File: config.mk
export PLATFORM = sky130hd
export DESIGN_NAME = dma_priority_arbiter
export DESIGN_NICKNAME = d
export VERILOG_FILES = /design/src/rtl/dma_priority_arbiter.sv
export SDC_FILE = /design/constraint.sdc
export NUM_CORES = 1
export LEC_CHECK = 0
export BUFFER_PORTS_ARGS = -buffer_cell sky130_fd_sc_hd__buf_2
export CAP_MARGIN = 20
export CORE_UTILIZATION = 40
export CTS_CLUSTER_DIAMETER = 30
export DETAILED_ROUTE_END_ITERATION = 16
export GPL_ROUTABILITY_DRIVEN = 1
export PLACE_DENSITY = 0.83
export SLEW_MARGIN = 0
export SYNTH_ARGS = -nofsm -noshare
export SYNTH_HDL_FRONTEND = slang
export SYNTH_SLANG_ARGS = --single-unit
File: constraint.sdc
create_clock -name CLK -period 1.4 [get_ports CLK]
set_clock_uncertainty 0.15 [all_clocks]
set_input_delay 0.07 -clock CLK [delete_from_list [all_inputs] [get_ports CLK]]
set_output_delay 0.07 -clock CLK [all_outputs]
set_load 0.01 [all_outputs]
File: src/rtl/dma_priority_arbiter.sv
// -----------------------------------------------------------------------------
// dma_priority_arbiter
//
// Purpose:
//   Priority / hold-request sequencer for the DMA controller. It picks one
//   requesting channel, runs the HRQ/HLDA handshake with the host, and then
//   holds a one-hot DACK for that channel until timing/control reports the
//   end of service. The winning channel index goes to the datapath.
//
// Configuration:
//   ROTATING_PRIORITY_EN  when defined, the channel just served becomes the
//                         lowest priority after a normal end of service.
//                         When undefined, priority is fixed (channel 0 is
//                         highest, CHANNELS-1 is lowest).
//
// Ports:
//   CLK          in   1         system clock, rising edge
//   RESET        in   1         synchronous, active-high reset
//   DREQ         in   CHANNELS  channel requests, level-sensitive
//   HLDA         in   1         hold acknowledge from host CPU
//   MASK         in   CHANNELS  per-channel mask, 1 = channel ignored
//   CMD_DISABLE  in   1         blocks new arbitration
//   SVC_END      in   1         one-cycle pulse, current service finished
//   HRQ          out  1         hold request to host
//   DACK         out  CHANNELS  one-hot channel acknowledge
//   GRANT_VALID  out  1         high while DACK is asserted
//   GRANT_CH     out  CHW       index of the locked winner
//   ABORT        out  1         one-cycle pulse, HLDA lost during service
// -----------------------------------------------------------------------------
module dma_priority_arbiter #(
  parameter int CHANNELS = 4,
  localparam int CHW = $clog2(CHANNELS)
) (
  input  logic                CLK,
  input  logic                RESET,
  input  logic [CHANNELS-1:0] DREQ,
  input  logic                HLDA,
  input  logic [CHANNELS-1:0] MASK,
  input  logic                CMD_DISABLE,
  input  logic                SVC_END,
  output logic                HRQ,
  output logic [CHANNELS-1:0] DACK,
  output logic                GRANT_VALID,
  output logic [CHW-1:0]      GRANT_CH,
  output logic                ABORT
);

  typedef enum logic [1:0] {
    ST_IDLE    = 2'd0,
    ST_REQ     = 2'd1,
    ST_GRANT   = 2'd2,
    ST_RELEASE = 2'd3
  } state_t;

  state_t              state_r;
  state_t              state_next_s;
  logic [CHW-1:0]      ptr_r;
  logic [CHW-1:0]      ptr_next_s;
  logic [CHW-1:0]      ptr_svc_s;
  logic [CHW-1:0]      grant_ch_r;
  logic [CHW-1:0]      grant_ch_next_s;
  logic                hrq_r;
  logic                hrq_next_s;
  logic [CHANNELS-1:0] dack_r;
  logic [CHANNELS-1:0] dack_next_s;
  logic                grant_valid_r;
  logic                grant_valid_next_s;
  logic                abort_r;
  logic                abort_next_s;
  logic [CHANNELS-1:0] ereq_s;
  logic [CHW:0]        win_s;

  // Round-robin style scan starting at ptr; returns {found, index}.
  // Scanning from the farthest offset down lets the nearest hit overwrite.
  function automatic logic [CHW:0] pick_winner(input logic [CHANNELS-1:0] req,
                                               input logic [CHW-1:0]      ptr);
    logic [CHW:0]   result;
    logic [CHW-1:0] idx;
    result = {(CHW+1){1'b0}};
    for (int i = CHANNELS - 1; i >= 0; i--) begin
      idx = ptr + CHW'(i);
      if (req[idx]) begin
        result = {1'b1, idx};
      end else begin
        result = result;
      end
    end
    return result;
  endfunction

  assign ereq_s = CMD_DISABLE ? {CHANNELS{1'b0}} : (DREQ & ~MASK);
  assign win_s  = pick_winner(ereq_s, ptr_r);

`ifdef ROTATING_PRIORITY_EN
  // Served channel drops to lowest priority; index width wraps modulo CHANNELS.
  assign ptr_svc_s = grant_ch_r + CHW'(1'b1);
`else
  assign ptr_svc_s = {CHW{1'b0}};
`endif

  // State and registered outputs; synchronous reset.
  always_ff @(posedge CLK) begin
    if (RESET) begin
      state_r       <= ST_IDLE;
      ptr_r         <= {CHW{1'b0}};
      grant_ch_r    <= {CHW{1'b0}};
      hrq_r         <= 1'b0;
      dack_r        <= {CHANNELS{1'b0}};
      grant_valid_r <= 1'b0;
      abort_r       <= 1'b0;
    end else begin
      state_r       <= state_next_s;
      ptr_r         <= ptr_next_s;
      grant_ch_r    <= grant_ch_next_s;
      hrq_r         <= hrq_next_s;
      dack_r        <= dack_next_s;
      grant_valid_r <= grant_valid_next_s;
      abort_r       <= abort_next_s;
    end
  end

  // Next-state and next-output decode for the handshake sequencer.
  always_comb begin
    state_next_s       = state_r;
    ptr_next_s         = ptr_r;
    grant_ch_next_s    = grant_ch_r;
    hrq_next_s         = hrq_r;
    dack_next_s        = dack_r;
    grant_valid_next_s = grant_valid_r;
    abort_next_s       = 1'b0;

    case (state_r)
      ST_IDLE: begin
        // Spurious HLDA here is ignored: nothing reacts to it.
        dack_next_s        = {CHANNELS{1'b0}};
        grant_valid_next_s = 1'b0;
        if (win_s[CHW]) begin
          grant_ch_next_s = win_s[CHW-1:0];
          hrq_next_s      = 1'b1;
          state_next_s    = ST_REQ;
        end else begin
          hrq_next_s      = 1'b0;
          state_next_s    = ST_IDLE;
        end
      end

      ST_REQ: begin
        // Winner stays locked; withdrawal is judged on the raw request line.
        if (HLDA) begin
          dack_next_s        = {{(CHANNELS-1){1'b0}}, 1'b1} << grant_ch_r;
          grant_valid_next_s = 1'b1;
          state_next_s       = ST_GRANT;
        end else if (!DREQ[grant_ch_r]) begin
          hrq_next_s         = 1'b0;
          state_next_s       = ST_IDLE;
        end else begin
          state_next_s       = ST_REQ;
        end
      end

      ST_GRANT: begin
        // SVC_END wins over a simultaneous HLDA drop: treated as a normal end.
        if (SVC_END) begin
          dack_next_s        = {CHANNELS{1'b0}};
          grant_valid_next_s = 1'b0;
          hrq_next_s         = 1'b0;
          ptr_next_s         = ptr_svc_s;
          state_next_s       = ST_RELEASE;
        end else if (!HLDA) begin
          dack_next_s        = {CHANNELS{1'b0}};
          grant_valid_next_s = 1'b0;
          hrq_next_s         = 1'b0;
          abort_next_s       = 1'b1;
          state_next_s       = ST_RELEASE;
        end else begin
          state_next_s       = ST_GRANT;
        end
      end

      ST_RELEASE: begin
        // No new request until the host has visibly dropped HLDA.
        hrq_next_s = 1'b0;
        if (!HLDA) begin
          state_next_s = ST_IDLE;
        end else begin
          state_next_s = ST_RELEASE;
        end
      end

      default: begin
        state_next_s       = ST_IDLE;
        hrq_next_s         = 1'b0;
        dack_next_s        = {CHANNELS{1'b0}};
        grant_valid_next_s = 1'b0;
      end
    endcase
  end

  assign HRQ         = hrq_r;
  assign DACK        = dack_r;
  assign GRANT_VALID = grant_valid_r;
  assign GRANT_CH    = grant_ch_r;
  assign ABORT       = abort_r;

endmodule

==> reports/metrics.cfg <==
[worst_setup_path]
cp.required_ns = 1.45
critPathKind = reg -> reg
worstPathCellList = nor3_4 -> o41ai_2 -> or4_1 -> a21oi_1
critical_path.startpoint_type = register
critPathArrivalTime_ns = 1.52
critical_path.endpoint_type = register
path_max_fanout = 2
cp_slowest_stage_delay_ns = 0.50
worst_path_max_delay_cell = sky130_fd_sc_hd__or4_1

[drt]
drt_wl_total_um = 1420
drt_first_iter_violations = 16
route.detailed.vias_per_inst = 5.46
drt_pre_antenna_iters = 7
remaining_design_rule_violation_count = 0
wl_per_cell_um = 12.9
vias = 601
detail-route-antenna-nets = 0

[clocking]
clk_root_buffer_cell = sky130_fd_sc_hd__clkbuf_4
clk_latency_ns = 0.26
clock_tree_from_tritoncts = built
numCtsBuffers = 3
maximum_number_of_buffers_from_clock_root_to_sink = 2
numClockSinks = 11
htreeDepth = 1
cts.reportedPaths.clkPinSlew_ns = 0.08

[timing]
fin_worst_hold_slack_ns = 0.00783
max-slew-margin-rel_pct = 79.1
final_period_minus_worst_setup_slack_ns = 1.47
finalHoldViolCount = 0
max_clock_freq_mhz = 679
setup_tns_ns = -0.0733
finalSetupViolCount = 1
report.final.slew_viol_count = 0
final.period_utilization_pct = 105
grt_setup_unrepaired = true
postLayoutSetupSlackWorst_ns = -0.0733
worst-slew-pin-transition_ns = 0.311

[die]
design.die.area_um2 = 1480
initial_core_util_pct = 45.5
ios = 22
std_cell_rows = 12
die_span_in_y_um = 38.5
fp.dieW_um = 38.5
core_area_um2 = 1170

[synth]
synth_cells = 60
synth-edff-count = 0
netlist_top_cells_count = 11 x sky130_fd_sc_hd__dfxtp_1, 7 x sky130_fd_sc_hd__nor2_1, 5 x sky130_fd_sc_hd__a21oi_1
post_synth_main_area_contributors = sky130_fd_sc_hd__dfxtp_1 41%, sky130_fd_sc_hd__nor2_1 4.9%, sky130_fd_sc_hd__a21oi_1 4.7%
syn_area_um2 = 533
synth.avg_cell_area_um2 = 8.88
netlist-cell-type-count = 24
synth-async-reset-ratio_pct = 0
number_of_warnings_reported_in_the_yosys_synthesis_log = 0
synth_most_common_cell = sky130_fd_sc_hd__dfxtp_1
synth.yosys.seq_area_share_pct = 41.3
yosys_most_used_dff = sky130_fd_sc_hd__dfxtp_1
netlist.area_leader.share_pct = 41.3
synth.net_count = 73
ys_seq_elements = 11
synth_largest_area_cell = sky130_fd_sc_hd__dfxtp_1

[flow_run]
drv_cap = 0

[cells_and_area]
diodes = 0
design_area_um2 = 805
layoutNonFillerInstCount = 110
area_delta_synth_final_pct = 50.9
finalNetCount = 110
drive_above_1_share_pct = 43.8

[pwr]
pwr_density_cell_nw_per_um2 = 896
p_leak_nw = 0.345
vdd_drop_max_uv = 557
total_power_draw_w = 0.000721

[place]
placed_area_um2 = 696
placedCellCount = 99
placement.io_buffers = 21
detailed_place_hpwl_um = 928
gp_routability_congestion = 0.712

[grt]
overflow = 0
grt_antenna_before_repair = 0
vias_in_the_first_global_route = 503
grt.total_usage_pct = 21.5
maximum_number_of_pins_on_one_net_before_global_route_repair = 12
first_pass_grt_wire_length_um = 2100

[outcome]
run_status = finished, violations left
violations = setup timing

[hold_path]
worst_hold_path_type = in -> reg

[registers in the layout, summed over array words and instances (netlist names), named ones only]
name	count
DACK	4
GRANT_CH	2
ABORT	1
GRANT_VALID	1
HRQ	1
state_r	1
[cells by family (layout without fill, tap and decap cells)]
kind of cell | count (synthesis) | in the layout | synth area share, %
AND/OR/NAND/NOR | 26 | 26 | 28.4
multiplexers | 2 | 2 | 6.10
buffers and inverters | 4 | 40 | 2.82
AO/OA/AOI/OAI | 17 | 17 | 21.4
flip-flops | 11 | 11 | 41.3
[layout by cell type, fill, tap and decap left out, drive strengths merged, types with 2 or more instances in the layout]
cell / Yosys / final
a21oi: 5 / 5
a22oi: 3 / 3
a31oi: 2 / 2
buf: 0 / 30
clkbuf: 2 / 4
dfxtp: 11 / 11
dlygate4sd3: 0 / 4
inv: 2 / 2
nand2: 4 / 4
nand2b: 2 / 2
nand3b: 2 / 2
nor2: 7 / 7
nor2b: 4 / 4
nor3b: 2 / 2
o21ai: 3 / 3
[layer usage]
metal,vias up,part of all wire (%),global-route usage [%]
li1,288,-,-
met1,274,43,25.6
met2,35,49,35.4
met3,4,5.8,6.98
met4,0,2.3,7.76
met5,-,0,0
[repair_timing]
item,CTS,global route
hold buffers,4,0
resized for setup,0,5
gates cloned,0,0
setup endpoints to repair,1,8
endpoints found under the hold margin,11,0
pin swaps,1,2
setup buffers,3,0
[final cells by class]
cell class	instances	area, µm²
Fill cell	94	367
Tap cell	14	17.5
Sequential cell	11	223
Inverter	2	7.51
Clock buffer	4	26.3
Timing Repair Buffer	34	216
Multi-Input combinational cell	45	314
[worst max-delay path, delay by kind of cell, from the launching register on]
family	cells	cell delay [ns]
AND/OR/NAND/NOR	2	0.68
flip-flops	1	0.34
AO/OA/AOI/OAI	2	0.24
[power breakdown]
group	leakage (nW)	switching (W)	internal, W
logic	0.240	0.0000799	0.0000878
clock network	0.0150	0.000107	0.000110
registers	0.0902	0.00000999	0.000326
[final timing paths]
path / cells past startpoint / start / slack (ns) / end
worst max register to register: 4 / register / -0.07 / GRANT_CH[0]
worst max-delay path: 4 / register / -0.07 / GRANT_CH[0]
worst min-delay path: 3 / HLDA / 0.008 / DACK[3]
worst min register to register: 2 / DACK[3] / 0.30 / DACK[3]
[per-stage QoR]
step	worst slack (ns)	utilization [%]
after floorplan	-0.0423	-
after global placement	-0.0188	59.4
after detailed placement	-0.0640	59.4
after CTS	-0.0393	67.0
after global routing	-0.113	68.7
final	-0.0733	68.7
(Power assumes the default switching activity.)
